$ cat config.mk
export PLATFORM = sky130hd
export DESIGN_NAME = alu_nibble_sequencer
export DESIGN_NICKNAME = d
export VERILOG_FILES = /design/src/rtl/alu_nibble_sequencer.sv
export SDC_FILE = /design/constraint.sdc
export NUM_CORES = 1
export LEC_CHECK = 0
export BUFFER_PORTS_ARGS = -buffer_cell sky130_fd_sc_hd__buf_2
export CORE_UTILIZATION = 45
export CTS_CLUSTER_DIAMETER = 120
export CTS_CLUSTER_SIZE = 30
export DETAILED_ROUTE_END_ITERATION = 7
export GPL_TIMING_DRIVEN = 1
export PLACE_DENSITY = 0.74
export SYNTH_ARGS = -nofsm -noshare
export SYNTH_HDL_FRONTEND = slang
export SYNTH_SLANG_ARGS = --single-unit
export TNS_END_PERCENT = 30
$ cat constraint.sdc
create_clock -name clk -period 1.9 [get_ports clk]
set_clock_uncertainty 0.15 [all_clocks]
set_input_delay 0.19 -clock clk [delete_from_list [all_inputs] [get_ports clk]]
set_output_delay 0.19 -clock clk [all_outputs]
set_load 0.01 [all_outputs]
$ cat src/rtl/alu_nibble_sequencer.sv
// Multi-cycle front-end for a 4-bit 74181-style ALU. It accepts a wide request, feeds the ALU
// one nibble per clock (LSB first), ripples the active-low carry through a register and
// returns the assembled result over a valid/ready handshake.
module alu_nibble_sequencer #(
   parameter int unsigned NIBBLES = 4
) (
   input  logic                   clk,
   input  logic                   rst_n,
   input  logic                   req_valid_in,
   output logic                   req_ready_out,
   input  logic [4*NIBBLES-1:0]   op_a_in,
   input  logic [4*NIBBLES-1:0]   op_b_in,
   input  logic [3:0]             s_in,
   input  logic                   M_in,
   input  logic                   Ci_inverse_in,
   output logic                   resp_valid_out,
   input  logic                   resp_ready_in,
   output logic [4*NIBBLES-1:0]   result_out,
   output logic                   Co_inverse_out,
   output logic                   AequalsB_out,
   output logic [3:0]             alu_a_out,
   output logic [3:0]             alu_b_out,
   output logic [3:0]             alu_s_out,
   output logic                   alu_M_out,
   output logic                   alu_Ci_inverse_out,
   input  logic [3:0]             alu_Y_in,
   input  logic                   alu_Co_inverse_in,
   input  logic                   alu_AequalsB_in
);

   localparam int unsigned IdxW = (NIBBLES > 1) ? $clog2(NIBBLES) : 1;

   typedef enum logic [1:0] {StIdle, StRun, StDone} state_e;

   state_e                       state_q, state_d;
   logic [IdxW-1:0]              idx_q;
   logic [NIBBLES-1:0][3:0]      a_q, b_q, result_q;
   logic [3:0]                   s_q;
   logic                         m_q;
   logic                         carry_q;
   logic                         eq_q;

   logic                         accept;
   logic                         last_nibble;
   logic                         resp_taken;

   assign accept      = (state_q == StIdle) & req_valid_in;
   assign last_nibble = (idx_q == IdxW'(NIBBLES - 1));
   assign resp_taken  = (state_q == StDone) & resp_ready_in;

   // State register
   always_ff @(posedge clk or negedge rst_n) begin
      if (!rst_n) begin
         state_q <= StIdle;
      end else begin
         state_q <= state_d;
      end
   end

   // Next-state logic
   always_comb begin
      state_d = state_q;
      unique case (state_q)
         StIdle:  if (accept) state_d = StRun;
         StRun:   if (last_nibble) state_d = StDone;
         StDone:  if (resp_taken) state_d = StIdle;
         default: state_d = StIdle;
      endcase
   end

   // Operand latch, per-nibble result/flag accumulation and carry ripple
   always_ff @(posedge clk or negedge rst_n) begin
      if (!rst_n) begin
         a_q      <= '0;
         b_q      <= '0;
         s_q      <= '0;
         m_q      <= 1'b0;
         carry_q  <= 1'b1;
         idx_q    <= '0;
         result_q <= '0;
         eq_q     <= 1'b0;
      end else if (accept) begin
         a_q      <= op_a_in;
         b_q      <= op_b_in;
         s_q      <= s_in;
         m_q      <= M_in;
         carry_q  <= Ci_inverse_in;
         idx_q    <= '0;
         result_q <= '0;
         eq_q     <= 1'b1;
      end else if (state_q == StRun) begin
         result_q[idx_q] <= alu_Y_in;
         eq_q            <= eq_q & alu_AequalsB_in;
         // Logic mode ignores the ALU carry so the entry carry is simply held.
         if (!m_q) begin
            carry_q <= alu_Co_inverse_in;
         end
         idx_q <= idx_q + 1'b1;
      end
   end

   // Handshake outputs and ALU drive
   always_comb begin
      req_ready_out      = (state_q == StIdle);
      resp_valid_out     = (state_q == StDone);
      result_out         = result_q;
      Co_inverse_out     = m_q | carry_q;
      AequalsB_out       = eq_q;
      alu_a_out          = '0;
      alu_b_out          = '0;
      alu_s_out          = s_q;
      alu_M_out          = m_q;
      alu_Ci_inverse_out = carry_q;
      if (state_q == StRun) begin
         alu_a_out = a_q[idx_q];
         alu_b_out = b_q[idx_q];
      end
   end

endmodule

==> results of run 1 <==
## synthesized netlist by cell type, drive strengths merged, types with 2 or more instances
cell type / instances / area [sq um]
nand2: 114 / 427.9
dfrtp: 58 / 1451
a32o: 12 / 120.1
buf: 10 / 72.56
o21ai: 9 / 45.04
and2: 8 / 50.05
mux4: 8 / 180.2
a21oi: 7 / 35.03
clkbuf: 5 / 48.80
ha: 5 / 62.56
nand4: 4 / 25.02
inv: 2 / 7.510
nand2b: 2 / 12.51
nor2: 2 / 7.510
## layout make-up
type,count,area [sq um]
sequential,59,1479
multi-input combinational,180,1061
inverter,2,7.507
timing repair buffer,132,959.7
tap,72,90.09
fill,462,1807
clock buffer,16,170.2
## worst max-delay path, cell delays in order, from the launching register on
cell     delay (ns)
dfrtp_1        0.37
buf_12         0.15
mux4_2         0.50
and2_4         0.17
buf_2          0.13
## where the power goes
part	internal (W)	leakage (nW)	switching [W]	total [W]
clock network	0.000548	0.0850	0.000449	0.000997
logic	0.00138	1.12	0.00133	0.00272
registers	0.00181	0.741	0.000328	0.00214
## sequential cells by signal, indices dropped and copies added, names as in the netlist
register	flops
a_q	16
b_q	16
result_out	16
alu_s_out	4
idx_q	2
state_q	2
AequalsB_out	1
alu_Ci_inverse_out	1
alu_M_out	1
## timing repair
action,CTS,global route
hold endpoints to repair,58,0
pin swaps,3,1
setup endpoints to repair,8,8
buffers inserted,1,0
hold buffers,41,0
resized for setup,12,5
## per-stage QoR
stage	util [%]	hold slack [ns]	instances	worst slack (ns)
after global routing	67.59	0.02208	461	-0.1439
after detailed placement	55.85	0.01007	403	0.2376
after global placement	55.85	0.008590	403	0.2415
after floorplan	-	-0.2556	256	0.1835
final	67.59	0.02255	461	-0.08855
after CTS	67.23	0.006536	461	-0.1187
## layer usage
metal	track usage (%)	share of wire, %
met1	29.86	43
met2	37.39	49
met3	4.186	4.7
met4	13.52	3.5
met5	0	0
## cell families after synthesis
group | synth area share [%]
compound gates | 8.085
buf+inv | 4.870
mux | 6.808
flops | 55.84
fa+ha+maj | 2.364
simple gates | 22.03
## worst max path at each step
| stage | startpoint | to | slack (ns) |
|---|---|---|---|
| finish | idx_q[0]$_DFFE_PN0P_ | alu_a_out[3] | -0.09 |
| global route | idx_q[0]$_DFFE_PN0P_ | alu_b_out[1] | -0.14 |
| CTS | idx_q[0]$_DFFE_PN0P_ | alu_a_out[3] | -0.12 |
| detailed placement | idx_q[0]$_DFFE_PN0P_ | alu_a_out[1] | 0.24 |
| global placement | idx_q[0]$_DFFE_PN0P_ | alu_b_out[1] | 0.24 |
| floorplan | idx_q[0]$_DFFE_PN0P_ | alu_a_out[0] | 0.18 |
==> qor.yml, run 1 <==
run_status:
  outcome: "finished, violations left"
  failed_checks: "setup timing"
synth:
  syn_nets: 309
  synth-edff-count: 0
  syn-cell-area_sq_um: 2646
  ys_async_sr_fraction_pct: 100.0
  ys_seq_area_share_pct: 55.84
  synth-seq-cells: 59
  ys.warnings.count: 0
  ys.flop_type: "dfrtp_1"
  netlist_instances: 256
  postSynthAreaPerCell_sq_um: 10.34
  synthDistinctLibCells: 27
clocking:
  clockBufferDepth: 2
  clockRootBuffer: "clkbuf_8"
  insertion_delay_ns: 0.33
  clk_pin_slew_ns: 0.06
  cts_sinks: 59
  numCtsBuffers: 9
  cts_tree: "done"
  htreeDepth: 3
die:
  initial_core_util_pct: 47.47
  die_w_um: 78.69
  num_io_pins: 82
  die_area_sq_um: 6191
  die_y_um: 78.69
  rows: 27
  core_sq_um: 5574
drt:
  drc_errors: 0
  vias_per_cell: 5.043
  wirelength_um: 6442
  antenna_left: 0
  via_count: 2325
  wl_per_cell_um: 13.97
  drt_iter0_markers: 125
  dr.pass1.iters: 5
grt:
  grt_overflow: 0
  grt_pass1_wl_um: 10790
  grt_pass1_vias: 2328
  antenna_found_initial: 0
  grt_max_degree: 33
  track_usage_pct: 23.41
timing:
  hold_viol: 0
  tns_ns: -0.4863
  worst_slew_pin_slew_ns: 0.4540
  slew_headroom_pct: 69.74
  fin_crit_sh_pct: 104.7
  fmax_mhz: 502.9
  setup_viol: 8
  rsz0062_at_grt: "true"
  drv_slew: 0
  finalCriticalPeriod_ns: 1.989
  layout_setup_ws_ns: -0.08855
setup_path:
  cp.arrival_ns: 1.65
  rr_worst_depth: 6
  path_class: "register to output port"
  regToRegEndpoint: "result_out[11]$_DFFE_PN0P_"
  reg2reg_setup_slack_ns: 0.22
  critPathRequiredTime_ns: 1.56
  timing.rr.start: "idx_q[0]$_DFFE_PN0P_"
  start_kind: "register"
  worst-path-max-fanout: 12
  endpoint_kind: "output port"
power_and_ir_drop:
  cellPowerDensity_nw_per_um2: 1553
  finalPower_w: 0.005851
  power.leakage_nw: 1.948
  peakVddDrop_mv: 0.7192
placement:
  dp_hpwl_um: 3981
  finalWeightedCongestion: 0.8543
  portBuffers: 81
  post_dp_cell_area_sq_um: 3113
finish:
  final_nets: 437
  mostFrequentLayoutCell: "nand2_1"
  final_cell_mix: "nand2_1 (114), buf_2 (74), dfrtp_1 (57), dlygate4sd3_1 (41), a32o_1 (12)"
  drive_gt1_share_pct: 31.62
  final_area_sq_um: 3767
  syn_to_final_growth_pct: 42.36
  diodes: 0
worst_hold_path:
  hold_class: "primary input to register"
  worstHoldStart: "alu_Y_in[2]"
  min_to: "result_out[10]$_DFFE_PN0P_"
  whs_path_depth: 2
flow_run:
  drv_cap: 0
(Power assumes the default switching activity.)
==> inputs of run 2 (changes only) <==
Settings changed: BUFFER_PORTS_ARGS -buffer_cell sky130_fd_sc_hd__buf_2 to -buffer_cell sky130_fd_sc_hd__buf_4.
==> qor.yml, run 2 (synthesized netlist as in run 1, its figures left out) <==
die:
  die_w_um: 78.69  # unchanged
  num_io_pins: 82  # unchanged
  rows: 27  # unchanged
  initial_core_util_pct: 47.47  # unchanged
  core_sq_um: 5574  # unchanged
  die_area_sq_um: 6191  # unchanged
  die_y_um: 78.69  # unchanged
setup_path:
  cp.depth: 4  # unchanged
  cp_slowest_stage_delay_ns: 0.51  # was 0.50 ns
  slowest_stage: "mux4_2"  # unchanged
  timing.rr.start: "idx_q[1]$_DFFE_PN0P_"  # was idx_q[0]$_DFFE_PN0P_
  start_kind: "register"  # unchanged
  reg2reg_setup_slack_ns: 0.19  # was 0.22 ns
  crit_family: "multiplexers"  # unchanged
  rr_worst_depth: 5  # was 6
  cp.arrival_ns: 1.65  # about the same
  path_buf_inv: 2  # unchanged
  critPathRequiredTime_ns: 1.56  # about the same
  worst-path-max-fanout: 11  # was 12
  endpoint_kind: "output port"  # unchanged
  path_class: "register to output port"  # unchanged
  worstPathCellList: "buf_12, mux4_2, and2_4, buf_6"  # was buf_12, mux4_2, and2_4, buf_2
  regToRegEndpoint: "result_out[14]$_DFFE_PN0P_"  # was result_out[11]$_DFFE_PN0P_
timing:
  holdWs_ns: 0.01628  # was 0.02255 ns
  fin_crit_sh_pct: 104.9  # was 104.7%
  slew_headroom_pct: 50.31  # was 69.74%
  setup_viol: 8  # unchanged
  fmax_mhz: 501.8  # was 502.9 MHz
  layout_setup_ws_ns: -0.09272  # was -0.08855 ns
  finalCriticalPeriod_ns: 1.993  # was 1.989 ns
  hold_viol: 0  # unchanged
  drv_slew: 0  # unchanged
  rsz0062_at_grt: "true"  # unchanged
  worst_slew_pin_slew_ns: 0.7454  # was 0.4540 ns
power_and_ir_drop:
  peakVddDrop_mv: 0.8180  # was 0.7192 mV
  cellPowerDensity_nw_per_um2: 1538  # was 1553 nW/um^2
  power.leakage_nw: 2.032  # was 1.948 nW
  finalPower_w: 0.006173  # was 0.005851 W
drt:
  dr.pass1.iters: 4  # was 5
  wl_per_cell_um: 14.12  # was 13.97 um
  via_count: 2309  # was 2325
  drc_errors: 0  # unchanged
  vias_per_cell: 4.966  # was 5.043
  drt_iter0_markers: 74  # was 125
  antenna_left: 0  # unchanged
  wirelength_um: 6567  # was 6442 um
finish:
  mostFrequentLayoutCell: "nand2_1"  # unchanged
  fillCellCount: 423  # was 462
  seq_area_sq_um: 1478  # was 1479 sq um
  drive_gt1_share_pct: 31.55  # was 31.62%
  diodes: 0  # unchanged
  syn_to_final_growth_pct: 51.63  # was 42.36%
  multi_input_area_sq_um: 1060  # was 1061 sq um
  final_nets: 442  # was 437
  final_cell_mix: "nand2_1 (114), buf_4 (83), dfrtp_1 (58), dlygate4sd3_1 (45), a32o_1 (12)"  # was nand2_1 (114), buf_2 (74), dfrtp_1 (57), dlygate4sd3_1 (41), a32o_1 (12)
worst_hold_path:
  min_to: "result_out[0]$_DFFE_PN0P_"  # was result_out[10]$_DFFE_PN0P_
  hold_class: "primary input to register"  # unchanged
  whs_path_depth: 2  # unchanged
  worstHoldStart: "alu_Y_in[0]"  # was alu_Y_in[2]
run_status:
  failed_checks: "setup timing"  # unchanged
  outcome: "finished, violations left"  # unchanged
placement:
  portBuffers: 81  # unchanged
  dp_hpwl_um: 4033  # was 3981 um
  finalWeightedCongestion: 0.7900  # was 0.8543
flow_run:
  drv_cap: 0  # unchanged
grt:
  antenna_found_initial: 0  # unchanged
  grt_pass1_wl_um: 11040  # was 10790 um
  grt_overflow: 0  # unchanged
  track_usage_pct: 23.71  # was 23.41%
  grt_max_degree: 60  # was 33
  grt_pass1_vias: 2373  # was 2328
clocking:
  clockBufferDepth: 2  # unchanged
  clockRootBuffer: "clkbuf_8"  # unchanged
  numCtsBuffers: 9  # unchanged
  clk_pin_slew_ns: 0.06  # about the same
  cts_tree: "done"  # unchanged
  insertion_delay_ns: 0.33  # about the same
  htreeDepth: 3  # unchanged
  cts_sinks: 59  # unchanged
## run 2: cell types whose count changed in the layout (fill, tap and decap cells not counted), sizes merged
| cell | previous run | this run |
|---|---|---|
| dlygate4sd3 | 41 | 45 |
| clkbuf | 16 | 13 |
| buf | 91 | 92 |
| bufinv | 0 | 1 |
| clkinv | 0 | 1 |
## run 2: how the worst max path moves through the flow
stage                         start            to  slack [ns]
6_report       idx_q[0]$_DFFE_PN0P_  alu_b_out[3]       -0.09
5_1_grt        idx_q[0]$_DFFE_PN0P_  alu_b_out[3]       -0.14
4_1_cts        idx_q[0]$_DFFE_PN0P_  alu_a_out[1]       -0.09
3_5_place_dp   idx_q[0]$_DFFE_PN0P_  alu_a_out[1]        0.24
3_3_place_gp   idx_q[0]$_DFFE_PN0P_  alu_b_out[0]        0.25
2_1_floorplan  idx_q[0]$_DFFE_PN0P_  alu_a_out[0]        0.18
## run 2: layer usage
metal  wire, um  global-route usage [%]  share of wire [%]
met2       3254                   37.91                 50
met3        239                   4.186                3.6
met5          0                       0                  0
met1       2923                   30.56                 45
met4        149                   12.96                2.3
## run 2: worst reg2reg max path: cells and delay by family (launching register included)
kind	cells	cell delay, ns
AOI/OAI and AO/OA	2	0.34
adders and majority gates	1	0.28
buffers and inverters	1	0.23
DFF	1	0.44
and+or+nand+nor	1	0.15
## run 2: what timing repair did
| item | 4_1_cts | 5_1_grt |
|---|---|---|
| resized for setup | 16 | 0 |
| pin swaps | 2 | 1 |
| hold buffers | 45 | 0 |
| setup endpoints to repair | 8 | 8 |
| endpoints found under the hold margin | 105 | 0 |
| buffers inserted | 1 | 0 |
## run 2: area by class of cell
class	instances	share of cell area, %
Tap cell	72	2.245
Multi-Input combinational cell	180	26.41
Timing Repair Buffer	137	29.50
Inverter	2	0.1871
Clock buffer	13	3.960
Clock inverter	2	0.8731
Sequential cell	59	36.83
## run 2: through the flow
stage / setup slack (ns) / util, % / area, sq um / std cells / setup TNS, ns
4_1_cts: -0.09242 / 71.99 / 4013 / 465 / -0.6478
5_1_grt: -0.1372 / 71.99 / 4013 / 465 / -0.8906
3_3_place_gp: 0.2480 / 59.39 / 3311 / 404 / 0
6_report: -0.09272 / 71.99 / 4013 / 465 / -0.4992
3_5_place_dp: 0.2359 / 59.39 / 3311 / 404 / 0
2_1_floorplan: 0.1835 / - / 2646 / 256 / 0
## run 2: report_power, final
part | leakage, nW | internal (W) | switching (W)
registers | 0.743 | 0.00181 | 0.000345
logic | 1.19 | 0.00153 | 0.00136
clock network | 0.0995 | 0.000669 | 0.000453
